===== config.mk =====
export PLATFORM = sky130hd
export DESIGN_NAME = scancode_digit_decoder
export DESIGN_NICKNAME = d
export VERILOG_FILES = /design/src/rtl/scancode_digit_decoder.sv
export SDC_FILE = /design/constraint.sdc
export NUM_CORES = 1
export LEC_CHECK = 0
export ABC_AREA = 1
export CAP_MARGIN = 0
export CELL_PAD_IN_SITES_DETAIL_PLACEMENT = 1
export CELL_PAD_IN_SITES_GLOBAL_PLACEMENT = 2
export CORE_UTILIZATION = 24
export DETAILED_ROUTE_END_ITERATION = 10
export PLACE_DENSITY_LB_ADDON = 0.1
export REMOVE_ABC_BUFFERS = 1
export SETUP_SLACK_MARGIN = 0.05
export SYNTH_ARGS = -nofsm -noshare
export SYNTH_HDL_FRONTEND = slang
export SYNTH_SLANG_ARGS = --single-unit

===== constraint.sdc =====
create_clock -name clk -period 1.6 [get_ports clk]
set_clock_uncertainty 0.15 [all_clocks]
set_input_delay 0.32 -clock clk [delete_from_list [all_inputs] [get_ports clk]]
set_output_delay 0.32 -clock clk [all_outputs]
set_load 0.02 [all_outputs]

===== src/rtl/scancode_digit_decoder.sv =====
// PS/2 set-2 main-row digit make-code decoder.
// Combinational decode with a clocked last-digit and counter tracker.
module scancode_digit_decoder #(
   parameter int CNT_W = 16
) (
   input  logic             clk,
   input  logic             reset,
   input  logic [7:0]       code,
   input  logic             code_stb,
   output logic [3:0]       dout,
   output logic             valid,
   output logic [3:0]       last_digit,
   output logic             last_valid,
   output logic [CNT_W-1:0] digit_count,
   output logic [CNT_W-1:0] invalid_count
);

   localparam logic [7:0] BREAK_CODE = 8'hF0;
   localparam logic [7:0] EXT_CODE   = 8'hE0;
   localparam logic [CNT_W-1:0] CNT_MAX = '1;

   logic break_pending;
   logic is_break;
   logic is_ext;

   assign is_break = (code == BREAK_CODE);
   assign is_ext   = (code == EXT_CODE);

   always_comb begin
      dout  = 4'd0;
      valid = 1'b1;
      case (code)
         8'h45:   dout = 4'd0;
         8'h16:   dout = 4'd1;
         8'h1E:   dout = 4'd2;
         8'h26:   dout = 4'd3;
         8'h25:   dout = 4'd4;
         8'h2E:   dout = 4'd5;
         8'h36:   dout = 4'd6;
         8'h3D:   dout = 4'd7;
         8'h3E:   dout = 4'd8;
         8'h46:   dout = 4'd9;
         default: valid = 1'b0;
      endcase
   end

   // Priority: break prefix, extended prefix, release byte, digit, junk.
   always_ff @(posedge clk) begin
      if (reset) begin
         last_digit    <= 4'd0;
         last_valid    <= 1'b0;
         digit_count   <= '0;
         invalid_count <= '0;
         break_pending <= 1'b0;
      end else if (code_stb) begin
         if (is_break) begin
            break_pending <= 1'b1;
         end else if (is_ext) begin
            break_pending <= break_pending;
         end else if (break_pending) begin
            break_pending <= 1'b0;
         end else if (valid) begin
            last_digit <= dout;
            last_valid <= 1'b1;
            if (digit_count != CNT_MAX)
               digit_count <= digit_count + 1'b1;
         end else begin
            if (invalid_count != CNT_MAX)
               invalid_count <= invalid_count + 1'b1;
         end
      end
   end

endmodule


==> results.md, run 1 <==
* Number of synthesized flops with an enable pin at 0
* WP data required at 1.64 ns
* CTS Buf Count at 5
* Diodes inserted at 0
* Hold WC Path Type: input pin to flop
* Adder-cell share of the synthesized area at 1.04%
* Via Count at 3025
* Max FO, Critical Path at 6
* Worst Setup Path Type: flop to flop
* Post-CTS Hold Buffers at 0
* Worst slew margin at approximately three quarters
* Antenna violations before repair at 0
* Residual DRC at 0
* CP startpoint kind: flop
* Tmin final at 1.70 ns
* Fillers at 1241
* Die area at 0.0104 mm2
* Hold WS at between 0.3 and 0.4 ns
* Synth Area in XOR/XNOR at 7.29%
* CP Capture Type: flop
* Reg clk slew, reported paths at 0.08 ns
* Tightest Pin Transition at between 0.3 and 0.4 ns
* Placed instance count at about 600
* Status: finished, violations left
* Layout cells sized above 1 at 59.5%
* Drt first pass iters at 4
* VDD IR max at 0.281 mV
* Rows at 36
* Post-synthesis sequential area ratio at 31.7%
* Commonest non-fill, non-tap cell in the layout: buf_4
* Largest family of logic cells by synthesized area: simple AND/OR/NAND/NOR gates
* MaxCap Viol Count at 0
* #FFs+latches synth at 38
* CTS H-tree depth at 2
* Ys async rst share at 0%
* Setup tns final at -1.29 ns
* Worst path cell trace: ha_4 > nand2_4 > nor2_4 > nand2_2 > nor2_4 > nand2_4 > buf_4 > buf_16 > nand4_1 > a21oi_2
* PnR worst setup slack at -0.102 ns
* Number of global-route vias before repair at 3173
* I/O pin cnt at 53
* Total congestion overflow at 0
* CTS Buffer Depth at 2
* Lkg Pwr at 0.00200 uW
* Failing checks: negative setup slack
* Drt initial violations at 87
* Starting Density at 24.7%
* Post-synth top flop: dfxtp_1
* Avg Cell Area, Syn at around 6.6 um2
* Post-synthesis mux area share at 0%
* First-pass GRT wire length at around 15 mm
* Synth Warn # at 0
* Fin. max-slew vios at 0
* Largest net degree at the start of global routing at 20
* Synth unique cells at 31
* Part of the cycle the worst path needs at 106%
* HPWL after detailed placement at 6.37 mm
* GP Congestion at 0.811
* Average wire per standard cell at around 15 um
* Fin. Hold Viols at 0
* Post-route antenna net violation count at 0
* Register area at 782 um2
* Fmax at 0.587 GHz
* Clock Root Buffer: clkbuf_8
* RSZ-0062 raised after global routing: yes
* Drt total wl at 9.70 mm
* Total core area at 0.00973 mm2
* Post-route insts no fill at approximately 660
* Power density cells at 470 mW/mm2
* Synth Cell Area at between 0.002 and 0.0025 mm2
* Max stage delay on crit path at 0.37 ns
* Cell area after layout at between 0.004 and 0.005 mm2
* Footprint of the multi-input gates at 0.00201 mm2
* Mapped Cells at 366
* NumNets Final at 541
* Clk_lat worst skew at ~0.30 ns
* Post-placement cell area at 0.00358 mm2
* Drt via density at 4.57
* Total GRT Usage at 19.4%
* IO Port Bufs at 52
* CTS tree: built
* Clock sinks at 38
* Critical-path top delay cell: dfxtp_4
* Synth-to-layout area growth at 91.8%
* Die X at 102 um
* Synth Area in Simple Gates at between 40 and 50%
* Crit path DAT at 1.75 ns
* Die Span Y at 102 um
* Final Setup Violations at 27
* Power Total at 2170 uW
* Most frequent cells in the layout: buf_4, nand2_1, nand2_2
* Compound-gate portion of the synthesized area at 9.94%
-- registers in the layout, summed over array words and instances, names as in the netlist --
name	flops
last_valid	1
break_pending	1
invalid_count	16
last_digit	4
digit_count	16
-- worst paths after layout --
kind / startpoint / end / slack [ns] / cells past startpoint
worst min register to register: last_digit[1] / last_digit[1] / 0.34 / 2
worst max register to register: digit_count[0] / digit_count[2] / -0.10 / 10
worst min-delay path: code_stb / break_pending / 0.32 / 3
worst max-delay path: digit_count[0] / digit_count[2] / -0.10 / 10
-- repair_timing --
action / CTS / global route
pin swaps: 67 / 46
cloned: 7 / 0
gates resized for setup: 317 / 71
setup buffers: 24 / 11
setup endpoints to repair: 80 / 65
-- synthesized netlist by cell type (2+ instances only) --
cell type  count  area share [%]
nand2_1       98              15
nor2_1        49             7.7
dfxtp_1       38              32
inv_1         31             4.8
nand3_1       28             5.8
a21oi_1       22             4.6
nand4_1       18             4.7
xor2_1        13             4.7
a21oi_2        8             2.9
o21ai_0        8             1.7
inv_2          7             1.1
xnor2_1        7             2.6
nor3_1         6             1.2
nand2_2        4             1.0
nor2_2         4             1.0
buf_4          3            0.94
clkbuf_1       3            0.47
nor2_4         3             1.4
buf_6          2            0.94
ha_1           2             1.0
o21ai_1        2            0.42
-- cell families (layout without fill, tap and decap cells) --
family          after synthesis  count (layout)
flops                        38              38
compound gates               41              41
xor+xnor                     20              20
fa+ha+maj                     2               2
buf+inv                      48             207
simple gates                217             221
-- per-layer routing --
layer / track usage (%) / share of wire [%] / vias to the layer above
li1: - / - / 1511
met1: 25.2 / 45 / 1457
met2: 34.1 / 51 / 49
met3: 2.74 / 2.7 / 8
met4: 3.96 / 1.1 / 0
met5: 0 / 0 / -
-- stage by stage --
step	utilization (%)	setup slack [ns]
detailed placement	36.8	-1.04
global placement	36.8	-1.02
floorplan	-	-0.355
global route	47.4	-0.169
CTS	46.3	-0.116
finish	47.4	-0.102
-- layout make-up --
| type | instances | share of cell area [%] |
|---|---|---|
| clock buffers | 8 | 2.39 |
| repair buffers | 160 | 29.6 |
| well taps | 133 | 3.61 |
| flip-flops and latches | 38 | 17.0 |
| inverters | 38 | 3.64 |
| multi-input cells | 284 | 43.6 |
| repair inverters | 1 | 0.163 |
-- critical path, delay by kind of cell, from the launching register on --
kind	cells	cell delay, ns
simple gates	6	0.58
flops	1	0.37
buf+inv	2	0.29
fa+ha+maj	1	0.15
compound gates	1	0.07
-- report_power, final --
part	internal [uW]	switching, uW
logic	166	220
registers	951	9.22
clock network	436	384
total	1550	613
No activity file was read; power rests on OpenSTA's default activity.
==> inputs of run 2 (changes only) <==
--- a/config.mk
+++ b/config.mk
@@ -9,8 +9,9 @@
 export CAP_MARGIN = 0
 export CELL_PAD_IN_SITES_DETAIL_PLACEMENT = 1
 export CELL_PAD_IN_SITES_GLOBAL_PLACEMENT = 2
-export CORE_UTILIZATION = 24
+export CORE_UTILIZATION = 30
 export DETAILED_ROUTE_END_ITERATION = 10
+export DONT_BUFFER_PORTS = 1
 export PLACE_DENSITY_LB_ADDON = 0.1
 export REMOVE_ABC_BUFFERS = 1
 export SETUP_SLACK_MARGIN = 0.05
==> run 2 against run 1 <==
Net effect:
- the flow finishes with violations (negative hold slack, negative setup slack)
- critical path depth did not move
- critical endpoint is now invalid_count[0]
- register-to-register slack better by 0.05 ns
- worst hold slack lost 0.40 ns
- sequential power is 0.7% higher
- highest routed layer unchanged
- combinational power shrank 33%
- routed wire length is 10% lower
==> results.md, run 2 (synthesis results as in run 1) <==
* Most frequent cells in the layout: buf_4, nand2_1, nor2_1
* Worst slew margin at 78.1% (+2.0 points)
* Total GRT Usage at 21.2% (+1.8 points)
* GP Congestion at 0.766 (-5.5%)
* Drt via density at 4.91 (+7.4%)
* Power Total at 1930 uW (-11%)
* I/O pin cnt at 53 (unchanged)
* HPWL after detailed placement at 5.67 mm (-11%)
* Worst Setup Path Type: flop to flop
* Rows at 32 (-11%)
* Fmax at 0.604 GHz (+2.8%)
* Failing checks: negative hold slack, negative setup slack
* Comb power frac at 13.4% (-4.4 points)
* Die X at 91.5 um (-10%)
* Cell-internal power at 1410 uW (-9.4%)
* Final Setup Violations at 26 (-3.7%)
* Tmin final at 1.66 ns (-0.0461 ns)
* MaxCap Viol Count at 0 (unchanged)
* WP data required at 1.63 ns (about the same)
* Fin. max-slew vios at 0 (unchanged)
* Drt total wl at 8.73 mm (-10%)
* Hold WC Path Type: input pin to flop
* Crit path DAT at 1.69 ns (-0.06 ns)
* Lkg Pwr at 0.00163 uW (-18%)
* NumNets Final at 473 (-13%)
* Clock power frac at 36.4% (-1.5 points)
* IO Port Bufs at 0 (-100%)
* Part of the cycle the worst path needs at 104% (-2.9 points)
* Synth-to-layout area growth at 61.9%
* Layout cells sized above 1 at 51.2% (-8.4 points)
* Diodes inserted at 0 (unchanged)
* CTS H-tree depth at 2 (unchanged)
* Drt first pass iters at 4 (unchanged)
* CTS Buf Count at 5 (unchanged)
* CP Launch Point: invalid_count[1]
* Fillers at 980 (-21%)
* Largest net degree at the start of global routing at 32 (+60%)
* Starting Density at 31.1% (+6.4 points)
* Post-route antenna net violation count at 0 (unchanged)
* Worst Hold Launch: reset
* Sw frac at 27.1% (-1.2 points)
* PnR worst setup slack at -0.0564 ns (+0.0461 ns)
* CP startpoint kind: flop
* Via Count at 2763 (-8.7%)
* Reg clk slew, reported paths at 0.09 ns (about the same)
* Pre-CTS worst setup slack at -0.227 ns (+0.812 ns)
* Average wire per standard cell at 15.5 um (+5.8%)
* Die area at 0.00837 mm2 (-20%)
* Total congestion overflow at 0 (unchanged)
* Fin. Hold Viols at 30 (+30)
* FF-to-FF Start: invalid_count[1]
* CTS Buffer Depth at 2 (unchanged)
* First-pass GRT wire length at 14.0 mm (-9.7%)
* Clk_lat worst skew at 0.30 ns (about the same)
* Antenna violations before repair at 0 (unchanged)
* Commonest non-fill, non-tap cell in the layout: buf_4
* Residual DRC at 0 (unchanged)
* RSZ-0062 raised after global routing: yes
* Power density cells at 496 mW/mm2 (+5.6%)
* Max FO, Critical Path at 5 (-1)
* Number of global-route vias before repair at 2863 (-9.8%)
* R2R Setup Slk at -0.06 ns (+0.05 ns)
* Post-route insts no fill at 563 (-15%)
* Hold WS at -0.0868 ns (-0.403 ns)
* Clock sinks at 38 (unchanged)
* Drt initial violations at 64 (-26%)
* Die Span Y at 91.5 um (-10%)
* Clock Root Buffer: clkbuf_8
* Biggest regs: digit_count x16, invalid_count x16, last_digit x4
* Setup tns final at -0.765 ns (+0.524 ns)
* CTS tree: built
* CP Capture Type: flop
* Total core area at 0.00773 mm2 (-21%)
* Tightest Pin Transition at 0.326 ns (-0.0326 ns)
* Sw power at 524 uW (-15%)
* Sequential cell fraction of total power at 50.1% (+5.8 points)
* Placed instance count at 539 (-12%)
* VDD IR max at 0.273 mV (-2.8%)
* Status: finished, violations left
[run 2: cell count changes in the layout (fill, tap and decap cells not counted), sizes merged]
cell           before  now
clkdlybuf4s50       1    0
clkinvlp            1    0
bufbuf              0    1
dlygate4sd2         9    0
clkinv              0    2
clkdlybuf4s15       7    0
inv                38   37
buf               131   91
clkbuf             20    8
[run 2: repair_timing]
action                                 4_1_cts  5_1_grt
pin swaps                                   36       48
buffers inserted                             9        1
gates cloned                                 7        0
resized for setup                           85       78
setup endpoints to repair                   37       42
endpoints found under the hold margin       30       30
[run 2: path summary, 6_finish.rpt]
check	end	cells after the start
min reg2reg	break_pending	2
max reg2reg	invalid_count[0]	10
max	invalid_count[0]	10
min	digit_count[8]	1
[run 2: per-stage QoR]
step | cell area (um2) | utilization, %
global route | 3890 | 50.4
floorplan | 2340 | -
finish | 3890 | 50.4
global placement | 3070 | 39.8
CTS | 3630 | 47.0
detailed placement | 3070 | 39.8
[run 2: routing by layer]
layer  part of all wire, %  vias up  global-route usage [%]
li1                      -     1381                       -
met1                    44     1325                    25.7
met2                    49       50                    37.8
met3                   5.8        7                    4.86
met4                  0.89        0                    4.76
met5                     0        -                       0
[run 2: layout make-up]
cell class / count / area [um2] / share of cell area, %
Multi-Input combinational cell: 284 / 1910 / 49.0
Tap cell: 102 / 128 / 3.28
Clock buffer: 7 / 86.3 / 2.22
Sequential cell: 38 / 773 / 19.9
Inverter: 38 / 191 / 4.92
Clock inverter: 1 / 5.00 / 0.129
Timing Repair Buffer: 93 / 803 / 20.6
[run 2: power by group through the flow]
| stage | registers, uW | logic (uW) | clock network [uW] |
|---|---|---|---|
| global route | 969 | 278 | 786 |
| CTS | 968 | 232 | 742 |
| detailed placement | 986 | 162 | 0 |
| finish | 968 | 260 | 704 |
| floorplan | 996 | 85.0 | 0 |
| global placement | 985 | 159 | 0 |
[run 2: worst max-delay path, stage by stage, from the launching register on]
cell and delay, ns:
dfxtp_2 0.36, ha_4 0.15, nand2_4 0.05, nor3_4 0.20
nand2_2 0.10, nor2_4 0.13, nor2_4 0.09, nand2_4 0.12
inv_2 0.06, nor2_1 0.09, nor2_1 0.05
